$ cat src/rtl/nanao_mix_pkg.sv
`default_nettype none
// ============================================================================
// Module      : nanao_mix_pkg
// Description : Shared constants and types for the video mixer sequencer:
//               register addresses, bank-mode encoding, register-file record
//               and default raster timing.
// Revision    : 1.0 - initial release
// ============================================================================
package nanao_mix_pkg;

  // Default raster timing (pixels per line / lines per frame)
  localparam int c_def_h_total  = 384;
  localparam int c_def_h_active = 256;
  localparam int c_def_v_total  = 264;
  localparam int c_def_v_active = 224;

  // CPU register addresses
  localparam logic [1:0] c_addr_mode    = 2'd0;
  localparam logic [1:0] c_addr_win_l   = 2'd1;
  localparam logic [1:0] c_addr_win_r   = 2'd2;
  localparam logic [1:0] c_addr_irq_clr = 2'd3;

  // Bank-select source for V1
  typedef enum logic [1:0] {
    BANK_ZERO  = 2'b00,
    BANK_ONE   = 2'b01,
    BANK_LINE  = 2'b10,
    BANK_FRAME = 2'b11
  } bankmode_e;

  // One copy of the programmable state (used for both shadow and active sets)
  typedef struct packed {
    bankmode_e   bankmode;
    logic        prien;
    logic        irqen;
    logic [7:0]  win_l;
    logic [7:0]  win_r;
  } mix_regs_t;

endpackage
`default_nettype wire

$ cat src/rtl/nanao_mix_seq_if.sv
`default_nettype none
// ============================================================================
// Module      : nanao_mix_seq_if
// Description : CPU register-write bus of the mixer sequencer.
//               CPU_WR  - write request, held until acknowledged
//               CPU_A   - register address (2 bits)
//               CPU_D   - write data (8 bits)
//               CPU_ACK - one-cycle write acknowledge
// Revision    : 1.0 - initial release
// ============================================================================
interface nanao_mix_seq_if;
  logic       CPU_WR;
  logic [1:0] CPU_A;
  logic [7:0] CPU_D;
  logic       CPU_ACK;

  modport master (output CPU_WR, output CPU_A, output CPU_D, input CPU_ACK);
  modport slave  (input CPU_WR, input CPU_A, input CPU_D, output CPU_ACK);
endinterface
`default_nettype wire

$ cat src/rtl/nanao_mix_regs.sv
`default_nettype none
// ============================================================================
// Module      : nanao_mix_regs
// Description : CPU register file with write handshake, shadow registers,
//               frame-synchronous shadow->active transfer and the
//               vertical-blank interrupt flag.
// Ports       : CLK, RST    - clock, synchronous active-high reset
//               bus         - CPU write bus (slave side)
//               xfer        - high in the cycle whose edge starts VBLANK
//               act_next    - active register set as it will be after the edge
//               irq_vbl     - registered interrupt level
// Revision    : 1.0 - initial release
// ============================================================================
module nanao_mix_regs
  import nanao_mix_pkg::*;
(
  input  logic           CLK,
  input  logic           RST,
  nanao_mix_seq_if.slave bus,
  input  logic           xfer,
  output mix_regs_t      act_next,
  output logic           irq_vbl
);

  logic      ack_q, ack_d;
  logic      irq_q, irq_d;
  logic      accept;
  mix_regs_t shd_q, shd_d;
  mix_regs_t act_q, act_d;

  always_comb begin
    // The ACK cycle masks the still-held request so one hold = one write
    accept = bus.CPU_WR && !ack_q;
    ack_d  = accept;

    shd_d = shd_q;
    if (accept) begin
      case (bus.CPU_A)
        c_addr_mode: begin
          shd_d.bankmode = bankmode_e'(bus.CPU_D[1:0]);
          shd_d.prien    = bus.CPU_D[2];
          shd_d.irqen    = bus.CPU_D[3];
        end
        c_addr_win_l: shd_d.win_l = bus.CPU_D;
        c_addr_win_r: shd_d.win_r = bus.CPU_D;
        default: ;  // interrupt-clear address carries no data
      endcase
    end

    // Transfer takes the pre-edge shadow, so a write landing on the
    // transfer edge waits for the next frame
    act_d = xfer ? shd_q : act_q;

    // Set is applied last so it wins over a coincident clear
    irq_d = irq_q;
    if (accept && (bus.CPU_A == c_addr_irq_clr)) irq_d = 1'b0;
    if (xfer && act_d.irqen)                     irq_d = 1'b1;
  end

  always_ff @(posedge CLK) begin
    if (RST) begin
      ack_q <= 1'b0;
      irq_q <= 1'b0;
      shd_q <= '0;
      act_q <= '0;
    end else begin
      ack_q <= ack_d;
      irq_q <= irq_d;
      shd_q <= shd_d;
      act_q <= act_d;
    end
  end

  assign bus.CPU_ACK = ack_q;
  assign act_next    = act_d;
  assign irq_vbl     = irq_q;

endmodule
`default_nettype wire

$ cat src/rtl/nanao_mix_seq.sv
`default_nettype none
// ============================================================================
// Module      : nanao_mix_seq
// Description : Video mixer sequencer. Generates the half-pixel strobe H1,
//               pixel/line counters, blanking, bank select, layer-1 priority
//               window and the vertical-blank interrupt. All outputs are
//               registered and describe the counter values of the same cycle.
// Ports       : CLK, RST          - 2x pixel clock, synchronous active-high reset
//               bus               - CPU register write bus (slave side)
//               H1, H1E           - latch strobe, odd/even pixel half
//               V1, P1L           - bank select, layer-1 priority enable
//               HBLANK, VBLANK    - blanking
//               HCNT, VCNT        - pixel and line counters
//               IRQ_VBL           - vertical-blank interrupt level
// Revision    : 1.0 - initial release
// ============================================================================
module nanao_mix_seq
  import nanao_mix_pkg::*;
#(
  parameter int H_TOTAL  = c_def_h_total,
  parameter int H_ACTIVE = c_def_h_active,
  parameter int V_TOTAL  = c_def_v_total,
  parameter int V_ACTIVE = c_def_v_active
) (
  input  logic           CLK,
  input  logic           RST,
  nanao_mix_seq_if.slave bus,
  output logic           H1,
  output logic           H1E,
  output logic           V1,
  output logic           P1L,
  output logic           HBLANK,
  output logic           VBLANK,
  output logic [8:0]     HCNT,
  output logic [8:0]     VCNT,
  output logic           IRQ_VBL
);

  localparam logic [8:0] c_h_last = 9'(H_TOTAL - 1);
  localparam logic [8:0] c_h_act  = 9'(H_ACTIVE);
  localparam logic [8:0] c_v_last = 9'(V_TOTAL - 1);
  localparam logic [8:0] c_v_act  = 9'(V_ACTIVE);

  logic       h1_q, h1_d;
  logic [8:0] hcnt_q, hcnt_d;
  logic [8:0] vcnt_q, vcnt_d;
  logic       frame_q, frame_d;
  logic       h1e_q, h1e_d;
  logic       v1_q, v1_d;
  logic       p1l_q, p1l_d;
  logic       hblank_q, hblank_d;
  logic       vblank_q, vblank_d;
  logic       line_wrap;
  logic       xfer;
  logic [8:0] win_lo, win_hi;
  mix_regs_t  act_next;

  // Counters: one pixel per two CLK cycles, advancing while H1 is high
  always_comb begin
    h1_d      = ~h1_q;
    hcnt_d    = hcnt_q;
    vcnt_d    = vcnt_q;
    frame_d   = frame_q;
    line_wrap = h1_q && (hcnt_q == c_h_last);
    if (h1_q) begin
      hcnt_d = line_wrap ? '0 : hcnt_q + 9'd1;
    end
    if (line_wrap) begin
      if (vcnt_q == c_v_last) begin
        vcnt_d  = '0;
        frame_d = ~frame_q;
      end else begin
        vcnt_d = vcnt_q + 9'd1;
      end
    end
    // The edge that moves VCNT onto the first blank line, HCNT = 0
    xfer = line_wrap && (vcnt_d == c_v_act);
  end

  nanao_mix_regs u_regs (
    .CLK      (CLK),
    .RST      (RST),
    .bus      (bus),
    .xfer     (xfer),
    .act_next (act_next),
    .irq_vbl  (IRQ_VBL)
  );

  // Output decode works on next-state values so the registered outputs
  // line up with the registered counters
  always_comb begin
    win_lo   = {act_next.win_l, 1'b0};
    win_hi   = {act_next.win_r, 1'b0};
    h1e_d    = hcnt_d[0];
    hblank_d = (hcnt_d >= c_h_act);
    vblank_d = (vcnt_d >= c_v_act);
    // An empty or inverted window naturally never matches
    p1l_d    = act_next.prien && !hblank_d && !vblank_d &&
               (hcnt_d >= win_lo) && (hcnt_d < win_hi);
    v1_d     = 1'b0;
    case (act_next.bankmode)
      BANK_ZERO:  v1_d = 1'b0;
      BANK_ONE:   v1_d = 1'b1;
      BANK_LINE:  v1_d = vcnt_d[0];
      BANK_FRAME: v1_d = frame_d;
      default:    v1_d = 1'b0;
    endcase
  end

  always_ff @(posedge CLK) begin
    if (RST) begin
      h1_q     <= 1'b0;
      hcnt_q   <= '0;
      vcnt_q   <= '0;
      frame_q  <= 1'b0;
      h1e_q    <= 1'b0;
      v1_q     <= 1'b0;
      p1l_q    <= 1'b0;
      hblank_q <= 1'b0;
      vblank_q <= 1'b0;
    end else begin
      h1_q     <= h1_d;
      hcnt_q   <= hcnt_d;
      vcnt_q   <= vcnt_d;
      frame_q  <= frame_d;
      h1e_q    <= h1e_d;
      v1_q     <= v1_d;
      p1l_q    <= p1l_d;
      hblank_q <= hblank_d;
      vblank_q <= vblank_d;
    end
  end

  assign H1     = h1_q;
  assign H1E    = h1e_q;
  assign V1     = v1_q;
  assign P1L    = p1l_q;
  assign HBLANK = hblank_q;
  assign VBLANK = vblank_q;
  assign HCNT   = hcnt_q;
  assign VCNT   = vcnt_q;

endmodule
`default_nettype wire

$ cat src/flat_wrapper.sv
// flat-port wrapper written by rule: the top's interface ports become plain ports
module nanao_mix_seq_flat import nanao_mix_pkg::*;
#(
  parameter int H_TOTAL  = c_def_h_total,
  parameter int H_ACTIVE = c_def_h_active,
  parameter int V_TOTAL  = c_def_v_total,
  parameter int V_ACTIVE = c_def_v_active
)
  (CLK, RST, H1, H1E, V1, P1L, HBLANK, VBLANK, HCNT, VCNT, IRQ_VBL, bus_CPU_WR, bus_CPU_A, bus_CPU_D, bus_CPU_ACK);
  nanao_mix_seq_if bus_i ();
  input  logic CLK;
  input  logic RST;
  output logic H1;
  output logic H1E;
  output logic V1;
  output logic P1L;
  output logic HBLANK;
  output logic VBLANK;
  output logic [8:0] HCNT;
  output logic [8:0] VCNT;
  output logic IRQ_VBL;
  input wire logic [$bits(bus_i.CPU_WR)-1:0] bus_CPU_WR;
  input wire logic [$bits(bus_i.CPU_A)-1:0] bus_CPU_A;
  input wire logic [$bits(bus_i.CPU_D)-1:0] bus_CPU_D;
  output wire logic [$bits(bus_i.CPU_ACK)-1:0] bus_CPU_ACK;
  assign bus_i.CPU_WR = bus_CPU_WR;
  assign bus_i.CPU_A = bus_CPU_A;
  assign bus_i.CPU_D = bus_CPU_D;
  assign bus_CPU_ACK = bus_i.CPU_ACK;
  nanao_mix_seq #(.H_TOTAL(H_TOTAL), .H_ACTIVE(H_ACTIVE), .V_TOTAL(V_TOTAL), .V_ACTIVE(V_ACTIVE)) u_core (.CLK(CLK), .RST(RST), .bus(bus_i), .H1(H1), .H1E(H1E), .V1(V1), .P1L(P1L), .HBLANK(HBLANK), .VBLANK(VBLANK), .HCNT(HCNT), .VCNT(VCNT), .IRQ_VBL(IRQ_VBL));
endmodule
$ cat config.mk
export PLATFORM = sky130hd
export DESIGN_NAME = nanao_mix_seq_flat
export DESIGN_NICKNAME = d
export VERILOG_FILES = /design/src/rtl/nanao_mix_pkg.sv /design/src/rtl/nanao_mix_seq_if.sv /design/src/rtl/nanao_mix_regs.sv /design/src/rtl/nanao_mix_seq.sv /design/src/flat_wrapper.sv
export SDC_FILE = /design/constraint.sdc
export NUM_CORES = 1
export LEC_CHECK = 0
export BUFFER_PORTS_ARGS = -buffer_cell sky130_fd_sc_hd__buf_4
export CELL_PAD_IN_SITES_DETAIL_PLACEMENT = 0
export CELL_PAD_IN_SITES_GLOBAL_PLACEMENT = 1
export CORE_ASPECT_RATIO = 0.7
export CORE_MARGIN = 3
export CORE_UTILIZATION = 45
export DETAILED_ROUTE_END_ITERATION = 8
export PLACE_DENSITY = 0.83
export SYNTH_ARGS = -nofsm -noshare
export SYNTH_HDL_FRONTEND = slang
export SYNTH_SLANG_ARGS = --single-unit
$ cat constraint.sdc
create_clock -name CLK -period 10.5 [get_ports CLK]
set_input_delay 0 -clock CLK [delete_from_list [all_inputs] [get_ports CLK]]
set_output_delay 0 -clock CLK [all_outputs]
set_load 0.02 [all_outputs]
==> flow_summary.json, run 1 <==
{
  "outcome": "completed",
  "critPathBufInv": 0,
  "crit_top_cell": "ha_1",
  "p_leak_nw": 1.503,
  "period_needed_ns": 4.747,
  "placed_cell_area_um2": 3391,
  "antenna_found_initial": 0,
  "clock_skew_ns": 0.008751,
  "fmax_mhz": 210.6,
  "cts.sinks": 65,
  "drt_wl_total_mm": 6.783,
  "first_iter_violations": 121,
  "grt_pass1_vias": 2382,
  "cp_slowest_cell": "or4b_1",
  "cts_resized": 0,
  "clk_pin_slew_ns": 0.07,
  "initial_core_util_pct": 47.96,
  "clock_latency_ns": 0.33,
  "synth_cells": 341,
  "htreeDepth": 3,
  "multi_input_area_um2": 1675,
  "synth_fp_nets": 371,
  "num_vias": 2475,
  "die_area_um2": 7893,
  "layout-drive-gt1-share_pct": 18.65,
  "synth_area_per_cell_um2": 9.037,
  "root_buffer": "clkbuf_8",
  "final_common_cell": "dfxtp_1",
  "fin_nets": 411,
  "fin_util_pct": 57.94,
  "cp_slowest_stage_delay_ns": 0.80,
  "required_ns": 10.69,
  "yosysSeqAreaShare_pct": 42.22,
  "cts_tree": "built",
  "dieHeight_um": 75.24,
  "endpoint_kind": "register",
  "ys_warn_count": 0,
  "ys_seq_elements": 65,
  "gp_congestion": 0.8662,
  "fill_cells": 604,
  "area_growth_pct": 20.83,
  "maxCapViolCount": 0,
  "ys_types": 50,
  "drcViolationCount": 0,
  "core-area_um2": 6426,
  "cp.arrival_ns": 4.93,
  "maxSlewHeadroom_pct": 53.11,
  "rsz0062_at_grt": "false",
  "setup_viol": 0,
  "path_delay_family": "simple AND/OR/NAND/NOR gates",
  "grt_start_max_net_pins": 66,
  "hold_path.class": "input pin to register",
  "slew_violations": 0,
  "power_density_nw_per_um2": 143.3,
  "grt-ovfl-total": 0,
  "async_reset_ff_share_pct": 0,
  "layout_common_cells": "dfxtp_1, nor2_1, buf_4",
  "path_max_fanout": 19,
  "diodes": 0,
  "clockBufferDepth": 2,
  "rows": 24,
  "synth-edff-count": 0,
  "crit_path_start_kind": "register",
  "cp_cell_sequence": "ha_1 -> nand3_2 -> or4b_1 -> or4_4 -> a22oi_2 -> nand2_2 -> mux2i_1 -> ha_1 -> nor2b_1 -> nor3_1 -> o21ai_0 -> o211ai_1 -> a21oi_1 -> o311ai_0 -> nor4_1",
  "seq_area_um2": 1301,
  "synth_ff_type": "dfxtp_1",
  "pin_count": 39,
  "hpwl_mm": 4.939,
  "vdd_drop_max_mv": 0.08625,
  "ant_nets": 0,
  "grt_pass1_wl_mm": 11.45,
  "port_buffers": 38,
  "drt-pass1-iter-count": 4,
  "post_drt_wl_per_cell_um": 14.22,
  "netlist_area_um2": 3082,
  "crit_type": "register to register",
  "tns_ns": 0,
  "vias_per_cell": 5.189,
  "hold_viol_final": 0,
  "die_w_um": 104.9,
  "fin_hold_ws_ns": 0.03828,
  "track_usage_pct": 18.22,
  "finalCritPeriodShare_pct": 45.21,
  "final_area_um2": 3724,
  "cts_buffers": 9,
  "tightest_slew_ns": 0.6981
}
==> metal layers <==
layer / vias to the layer above / part of all wire [%] / GRT usage (%)
li1: 1274 / - / -
met1: 1140 / 52 / 25.81
met2: 52 / 42 / 26.94
met3: 9 / 5.2 / 5.741
met4: 0 / 0.90 / 4.949
met5: - / 0 / 0
==> worst paths after layout <==
check / cells after the start / end / start / slack (ns)
max: 15 / u_core.P1L$_SDFF_PP0_ / u_core.HCNT[0]$_SDFF_PP0_ / 5.75
max reg2reg: 15 / u_core.P1L$_SDFF_PP0_ / u_core.HCNT[0]$_SDFF_PP0_ / 5.75
min reg2reg: 2 / u_core.u_regs.irq_vbl$_SDFFE_PP0P_ / u_core.u_regs.irq_vbl$_SDFFE_PP0P_ / 0.46
min: 4 / u_core.u_regs.irq_vbl$_SDFFE_PP0P_ / bus_CPU_A[1] / 0.04
==> repair_timing <==
item,in CTS,in global routing
setup buffers,0,0
hold endpoints to repair,21,0
hold buffers,9,0
==> logic make-up (layout without fill, tap and decap cells) <==
kind of cell / Yosys count / in the layout / share of synthesized area (%)
AND/OR/NAND/NOR: 150 / 150 / 23.75
adder cells (fa/ha/maj): 17 / 17 / 6.902
flip-flops: 65 / 65 / 42.22
buffers and inverters: 20 / 65 / 3.613
XOR/XNOR: 11 / 11 / 3.126
multiplexers: 29 / 29 / 10.19
AO/OA/AOI/OAI: 49 / 49 / 10.19
==> tightest hold or removal path, stage by stage <==
cell and delay (ns):
buf_4 0.10, nand4b_1 0.09, nand2_1 0.08, a21oi_1 0.05
==> Yosys cell counts (2+ instances only) <==
| master | count | area (µm²) |
|---|---|---|
| a21o_1 | 3 | 22.52 |
| a21oi_1 | 21 | 105.1 |
| a311oi_1 | 2 | 17.52 |
| and2_1 | 4 | 25.02 |
| and3_1 | 4 | 25.02 |
| buf_1 | 2 | 7.510 |
| buf_4 | 3 | 22.52 |
| clkbuf_1 | 12 | 45.04 |
| dfxtp_1 | 65 | 1301 |
| ha_1 | 17 | 212.7 |
| mux2i_1 | 22 | 220.2 |
| mux2i_2 | 6 | 82.58 |
| nand2_1 | 34 | 127.6 |
| nand2b_1 | 3 | 18.77 |
| nand3_1 | 7 | 35.03 |
| nand4_1 | 7 | 43.79 |
| nand4b_1 | 3 | 26.28 |
| nor2_1 | 54 | 202.7 |
| nor2b_1 | 8 | 50.05 |
| nor3_1 | 11 | 55.05 |
| nor4b_1 | 3 | 26.28 |
| o21a_1 | 2 | 15.01 |
| o21ai_0 | 9 | 45.04 |
| o311ai_0 | 2 | 17.52 |
| or3_1 | 3 | 18.77 |
| xnor2_1 | 7 | 61.31 |
| xor2_1 | 4 | 35.03 |
==> area by class of cell <==
type                       instances  share of cell area [%]
tap                               91                   3.058
sequential                        65                   34.95
clock inverter                     7                   3.192
timing repair buffer              49                   10.48
clock buffer                       9                   3.327
multi-input combinational        256                   44.99
==> metrics by stage <==
step,setup slack (ns),total power [mW],cells
after floorplan,6.556,0.2731,341
after global placement,5.890,0.2829,452
after detailed placement,5.738,0.2831,452
after CTS,5.705,0.5411,477
after global routing,5.372,0.5554,477
final,5.753,0.5334,477
==> sequential cells by signal, summed over array words and instances (netlist names) <==
signal	count
u_core.HBLANK	1
u_core.u_regs.act_q	19
u_core.VCNT	9
u_core.u_regs.bus.CPU_ACK	1
u_core.H1	1
u_core.frame_q	1
u_core.u_regs.irq_vbl	1
u_core.P1L	1
u_core.VBLANK	1
u_core.u_regs.shd_q	20
u_core.V1	1
u_core.HCNT	9
==> power by group <==
part | internal (mW) | switching (mW) | total, mW
Clock | 0.158 | 0.0961 | 0.254
Combinational | 0.0122 | 0.0144 | 0.0266
Sequential | 0.250 | 0.00333 | 0.253
Total | 0.420 | 0.114 | 0.533
(Power assumes the default switching activity.)
==> run 2: changes to the inputs <==
--- a/config.mk
+++ b/config.mk
@@ -10,9 +10,9 @@
 export CELL_PAD_IN_SITES_GLOBAL_PLACEMENT = 1
 export CORE_ASPECT_RATIO = 0.7
 export CORE_MARGIN = 3
-export CORE_UTILIZATION = 45
+export CORE_UTILIZATION = 39
 export DETAILED_ROUTE_END_ITERATION = 8
-export PLACE_DENSITY = 0.83
+export PLACE_DENSITY = 0.76
 export SYNTH_ARGS = -nofsm -noshare
 export SYNTH_HDL_FRONTEND = slang
 export SYNTH_SLANG_ARGS = --single-unit
==> constraint.sdc (replaced) <==
create_clock -name CLK -period 3.9 [get_ports CLK]
set_input_delay 0 -clock CLK [delete_from_list [all_inputs] [get_ports CLK]]
set_output_delay 0 -clock CLK [all_outputs]
set_load 0.02 [all_outputs]
==> run 2 against run 1 <==
Against the previous run: first-iteration DRC count rose by 41%; final area rose by 12%; global-route usage fell by 1.3 points; sequential cell count did not move; utilization fell by 2.4 points; highest routed layer unchanged; critical path depth did not move.
==> flow_summary.json, run 2 (synthesis results as in run 1) <==
{
  "first_iter_violations": 171,
  "drcViolationCount": 0,
  "ant_nets": 0,
  "power_density_nw_per_um2": 356.4,
  "p_leak_nw": 1.682,
  "port_buffers": 38,
  "tightest_slew_ns": 0.8315,
  "crit_path_start_kind": "register",
  "fill_cells": 682,
  "vias_per_cell": 5.080,
  "post_drt_wl_per_cell_um": 14.74,
  "root_buffer": "clkbuf_16",
  "grt-ovfl-total": 0,
  "crit_type": "register to register",
  "hold_path.class": "input pin to register",
  "rsz0062_at_grt": "true",
  "drt_wl_total_mm": 7.515,
  "endpoint_kind": "register",
  "fin_cells": 510,
  "grt_pass1_wl_mm": 11.88,
  "multi_input_area_um2": 1823,
  "rows": 26,
  "area_growth_pct": 34.88,
  "seq_area_um2": 1304,
  "clock_latency_ns": 0.33,
  "track_usage_pct": 16.87,
  "fin_nets": 438,
  "tns_ns": 0,
  "placed_cells": 479,
  "clock_skew_ns": 0.007128,
  "drt-pass1-iter-count": 4,
  "required_ns": 4.14,
  "finalCritPeriodShare_pct": 97.59,
  "gp_congestion": 0.8437,
  "clk_pin_slew_ns": 0.05,
  "die_w_um": 112.2,
  "htreeDepth": 3,
  "num_vias": 2591,
  "path_max_fanout": 7,
  "total_power_mw": 1.482,
  "layout-drive-gt1-share_pct": 27.18,
  "hpwl_mm": 5.126,
  "vdd_drop_max_mv": 0.2790,
  "cts.sinks": 65,
  "antenna_found_initial": 0,
  "grt_start_max_net_pins": 66,
  "period_needed_ns": 3.806,
  "top_regs": "u_core.u_regs.shd_q: 20 flops, u_core.u_regs.act_q: 19 flops",
  "outcome": "completed",
  "fin_hold_ws_ns": 0.04092,
  "clockBufferDepth": 2,
  "cp.arrival_ns": 4.05,
  "die_area_um2": 9021,
  "largest_register_ffs": 20,
  "fmax_mhz": 262.7,
  "hold_viol_final": 0,
  "pin_count": 39,
  "maxCapViolCount": 0,
  "core-area_um2": 7482,
  "setup_viol": 0,
  "slew_violations": 0,
  "fin_util_pct": 55.55,
  "cts_buffers": 9,
  "dieHeight_um": 80.37,
  "grt_pass1_vias": 2340,
  "maxSlewHeadroom_pct": 44.14,
  "layout_common_cells": "buf_4, dfxtp_1, nor2_1",
  "initial_core_util_pct": 41.19,
  "cts_tree": "built",
  "largest-register": "u_core.u_regs.shd_q",
  "diodes": 0
}
## run 2: cell types whose count changed in the layout (fill, tap and decap cells not counted), sizes merged
cell	before	now
buf	40	66
clkinvlp	2	1
bufinv	3	0
clkbuf	9	13
## run 2: power breakdown
| part | switching [mW] | leakage [nW] | internal [mW] |
|---|---|---|---|
| Clock | 0.277 | 0.128 | 0.441 |
| Sequential | 0.00753 | 0.526 | 0.675 |
| Combinational | 0.0431 | 1.03 | 0.0380 |
| Total | 0.328 | 1.68 | 1.15 |
## run 2: what timing repair did
action                                  4_1_cts  5_1_grt
gates resized for setup                       2       23
pin swaps                                     1       16
gates cloned                                  0        1
hold buffers                                  9        0
endpoints found under the setup margin        1        1
hold endpoints to repair                     21        0
buffers inserted                              1        5
## run 2: area by class of cell
class | instances | area share (%)
repair buffers | 76 | 15.47
clock buffers | 12 | 5.930
flip-flops and latches | 65 | 31.37
clock inverters | 3 | 0.4214
multi-input cells | 256 | 43.86
well taps | 98 | 2.950
## run 2: worst max-delay path, stage by stage, from the launching register on
cell	delay (ns)
dfxtp_2	0.35
ha_4	0.16
nand3_4	0.06
or4b_4	0.58
or4_4	0.51
a22oi_2	0.21
nand2_2	0.12
buf_12	0.16
buf_12	0.14
mux2i_4	0.20
ha_4	0.23
and3_4	0.17
a22o_1	0.24
nor3_2	0.19
o311ai_1	0.14
nor4_1	0.25
## run 2: path summary, 6_finish.rpt
check	to	depth (start not counted)	startpoint	slack [ns]
hold reg to reg	u_core.u_regs.shd_q[10]$_SDFFE_PP0P_	2	u_core.u_regs.shd_q[10]$_SDFFE_PP0P_	0.46
setup reg to reg	u_core.P1L$_SDFF_PP0_	15	u_core.HCNT[1]$_SDFF_PP0_	0.09
setup / recovery	u_core.P1L$_SDFF_PP0_	15	u_core.HCNT[1]$_SDFF_PP0_	0.09
hold / removal	u_core.u_regs.irq_vbl$_SDFFE_PP0P_	4	bus_CPU_A[1]	0.04
## run 2: per-stage QoR
step,worst slack (ns),instance area [µm²]
global placement,0.1176,3577
floorplan,0.06829,3084
finish,0.09406,4156
global route,-0.02978,4156
CTS,0.01324,3943
detailed placement,0.005963,3577
## run 2: metal layers
| layer | vias to the layer above | routed length, µm | GRT usage, % | part of all wire, % |
|---|---|---|---|---|
| li1 | 1329 | - | - | - |
| met1 | 1196 | 3898 | 24.02 | 52 |
| met2 | 61 | 3166 | 23.48 | 42 |
| met3 | 5 | 394 | 4.895 | 5.2 |
| met4 | 0 | 56 | 7.203 | 0.75 |
| met5 | - | 0 | 0 | 0 |
==> run 3: changes to the inputs <==
--- a/config.mk
+++ b/config.mk
@@ -10,9 +10,10 @@
 export CELL_PAD_IN_SITES_GLOBAL_PLACEMENT = 1
 export CORE_ASPECT_RATIO = 0.7
 export CORE_MARGIN = 3
-export CORE_UTILIZATION = 39
+export CORE_UTILIZATION = 40
 export DETAILED_ROUTE_END_ITERATION = 8
-export PLACE_DENSITY = 0.76
+export PLACE_DENSITY = 0.77
 export SYNTH_ARGS = -nofsm -noshare
 export SYNTH_HDL_FRONTEND = slang
+export SYNTH_HIERARCHICAL = 1
 export SYNTH_SLANG_ARGS = --single-unit
==> run 3 against run 2 <==
Against the previous run: critical path depth decreased by 2; final area increased by 4.8%; clock-buffer cell count increased by 2; sequential cell count decreased by 1; via count increased by 2.9%; worst setup slack improved by 0.067 ns; first-iteration DRC count increased by 8.8%; clock skew decreased by 0.0035 ns; global-route usage increased by 0.11 points; non-clock buffer count unchanged; total power increased by 11%; routed wire length increased by 2.7%; critical endpoint is now u_core/P1L$_SDFF_PP0_; largest cell class unchanged.
==> flow_summary.json, run 3 <==
{
  "pre_cts_ws_ns": -0.1880,
  "ys_warn_count": 6,
  "clock_skew_ns": 0.003609,
  "track_usage_pct": 16.98,
  "required_ns": 4.14,
  "finalCritPeriodShare_pct": 95.87,
  "fmax_mhz": 267.5,
  "clk_pin_slew_ns": 0.05,
  "clockBufferDepth": 2,
  "cts_tree": "built",
  "die_w_um": 114.3,
  "placed_cell_area_um2": 3791,
  "cp.arrival_ns": 3.98,
  "final_area_um2": 4355,
  "fin_cells": 518,
  "placed_cells": 487,
  "grt_pass1_wl_mm": 12.29,
  "drt-pass1-iter-count": 4,
  "cp_slowest_stage_delay_ns": 0.68,
  "gp_congestion": 0.8489,
  "maxSlewHeadroom_pct": 50.92,
  "crit_type": "register to register",
  "fin_nets": 445,
  "outcome": "completed",
  "seq_area_um2": 1285,
  "diodes": 0,
  "layout-drive-gt1-share_pct": 30.95,
  "rows": 26,
  "cts_buffers": 9,
  "cts.sinks": 64,
  "layout_common_cells": "buf_4, dfxtp_1, nor2b_1",
  "period_needed_ns": 3.739,
  "path_max_fanout": 6,
  "worst_slack_ns": 0.1612,
  "setup_viol": 0,
  "vdd_drop_max_mv": 0.3748,
  "clock_latency_ns": 0.33,
  "port_buffers": 38,
  "dieHeight_um": 81.82,
  "final_common_cell": "buf_4",
  "tightest_slew_ns": 0.7259,
  "htreeDepth": 3,
  "multi_input_area_um2": 1949,
  "hpwl_mm": 5.350,
  "endpoint_kind": "register",
  "power_density_nw_per_um2": 376.2,
  "drcViolationCount": 0,
  "first_iter_violations": 186,
  "hold_viol_final": 0,
  "grt_pass1_vias": 2555,
  "synth_area_per_cell_um2": 9.438,
  "drt_wl_total_mm": 7.719,
  "hold_path.class": "input pin to register",
  "ant_nets": 0,
  "post_drt_wl_per_cell_um": 14.90,
  "cp_cell_sequence": "or4b_4 -> nor4_4 -> o21ai_2 -> a21o_1 -> nor4_4 -> buf_6 -> mux2_2 -> inv_1 -> ha_1 -> or4b_2 -> a311oi_2 -> o211ai_1 -> nor4b_2",
  "netlist_area_um2": 3284,
  "pin_count": 39,
  "root_buffer": "clkbuf_16",
  "cp_slowest_cell": "or4b_2",
  "synth_cells": 348,
  "fill_cells": 687,
  "area_growth_pct": 32.61,
  "maxCapViolCount": 0,
  "grt-ovfl-total": 0,
  "num_vias": 2665,
  "synth_fp_nets": 378,
  "die_area_um2": 9352,
  "vias_per_cell": 5.145,
  "crit_path_start_kind": "register",
  "grt_start_max_net_pins": 73,
  "initial_core_util_pct": 43.15,
  "slew_violations": 0,
  "antenna_found_initial": 0,
  "core-area_um2": 7612,
  "largest_register_ffs": 20,
  "top_regs": "u_core/u_regs/shd_q: 20 flops, u_core/u_regs/act_q: 19 flops",
  "p_leak_nw": 1.822,
  "crit_top_cell": "nor4_4",
  "largest-register": "u_core/u_regs/shd_q"
}
## run 3: per-stage QoR
stage | power, mW | utilization (%) | hold slack (ns) | TNS [ns]
floorplan | 0.7277 | - | 0.07161 | 0
global placement | 0.7563 | 49.80 | 0.2881 | 0
detailed placement | 0.7571 | 49.80 | 0.2990 | -0.1880
CTS | 1.655 | 55.08 | 0.02868 | 0
global route | 1.690 | 57.22 | 0.04978 | -0.04125
finish | 1.638 | 57.22 | 0.03947 | 0
## run 3: final timing paths
path	startpoint	endpoint	slack (ns)	depth (start not counted)
max reg2reg	u_core/VCNT[8]$_SDFF_PP0_	u_core/P1L$_SDFF_PP0_	0.16	13
max	u_core/VCNT[8]$_SDFF_PP0_	u_core/P1L$_SDFF_PP0_	0.16	13
min	bus_CPU_A[0]	u_core/u_regs/shd_q[18]$_SDFFE_PP0P_	0.04	3
min reg2reg	u_core/u_regs/shd_q[15]$_SDFFE_PP0P_	u_core/u_regs/shd_q[15]$_SDFFE_PP0P_	0.47	2
## run 3: area by class of cell
class                      count  share of cell area, %
multi-input combinational    247                  44.76
sequential                    64                  29.50
timing repair buffer          76                  13.79
clock buffer                  14                  6.291
tap                           98                  2.815
inverter                      17                  1.465
clock inverter                 2                  1.379
## run 3: critical path, delay by kind of cell, from the launching register on
| family | cells | cell delay, ns |
|---|---|---|
| AND/OR/NAND/NOR | 5 | 2.05 |
| buffers and inverters | 2 | 0.21 |
| AO/OA/AOI/OAI | 4 | 0.65 |
| multiplexers | 1 | 0.17 |
| adder cells (fa/ha/maj) | 1 | 0.20 |
| flip-flops | 1 | 0.37 |
## run 3: report_power, final
group	internal, mW	switching (mW)	total (mW)
combinational	0.0393	0.0408	0.0801
clock	0.612	0.276	0.888
sequential	0.664	0.00618	0.670
## run 3: repair_timing
action	in CTS	in global routing
endpoints found under the setup margin	1	1
hold buffers	6	0
pin swaps	0	6
endpoints found under the hold margin	11	0
gates resized for setup	3	20
setup buffers	0	8
cloned	0	1
## run 3: layer usage
metal  part of all wire (%)  GRT usage (%)
met5                      0              0
met3                    5.3          6.259
met2                     41          24.88
met1                     52          23.67
met4                    1.2          4.152
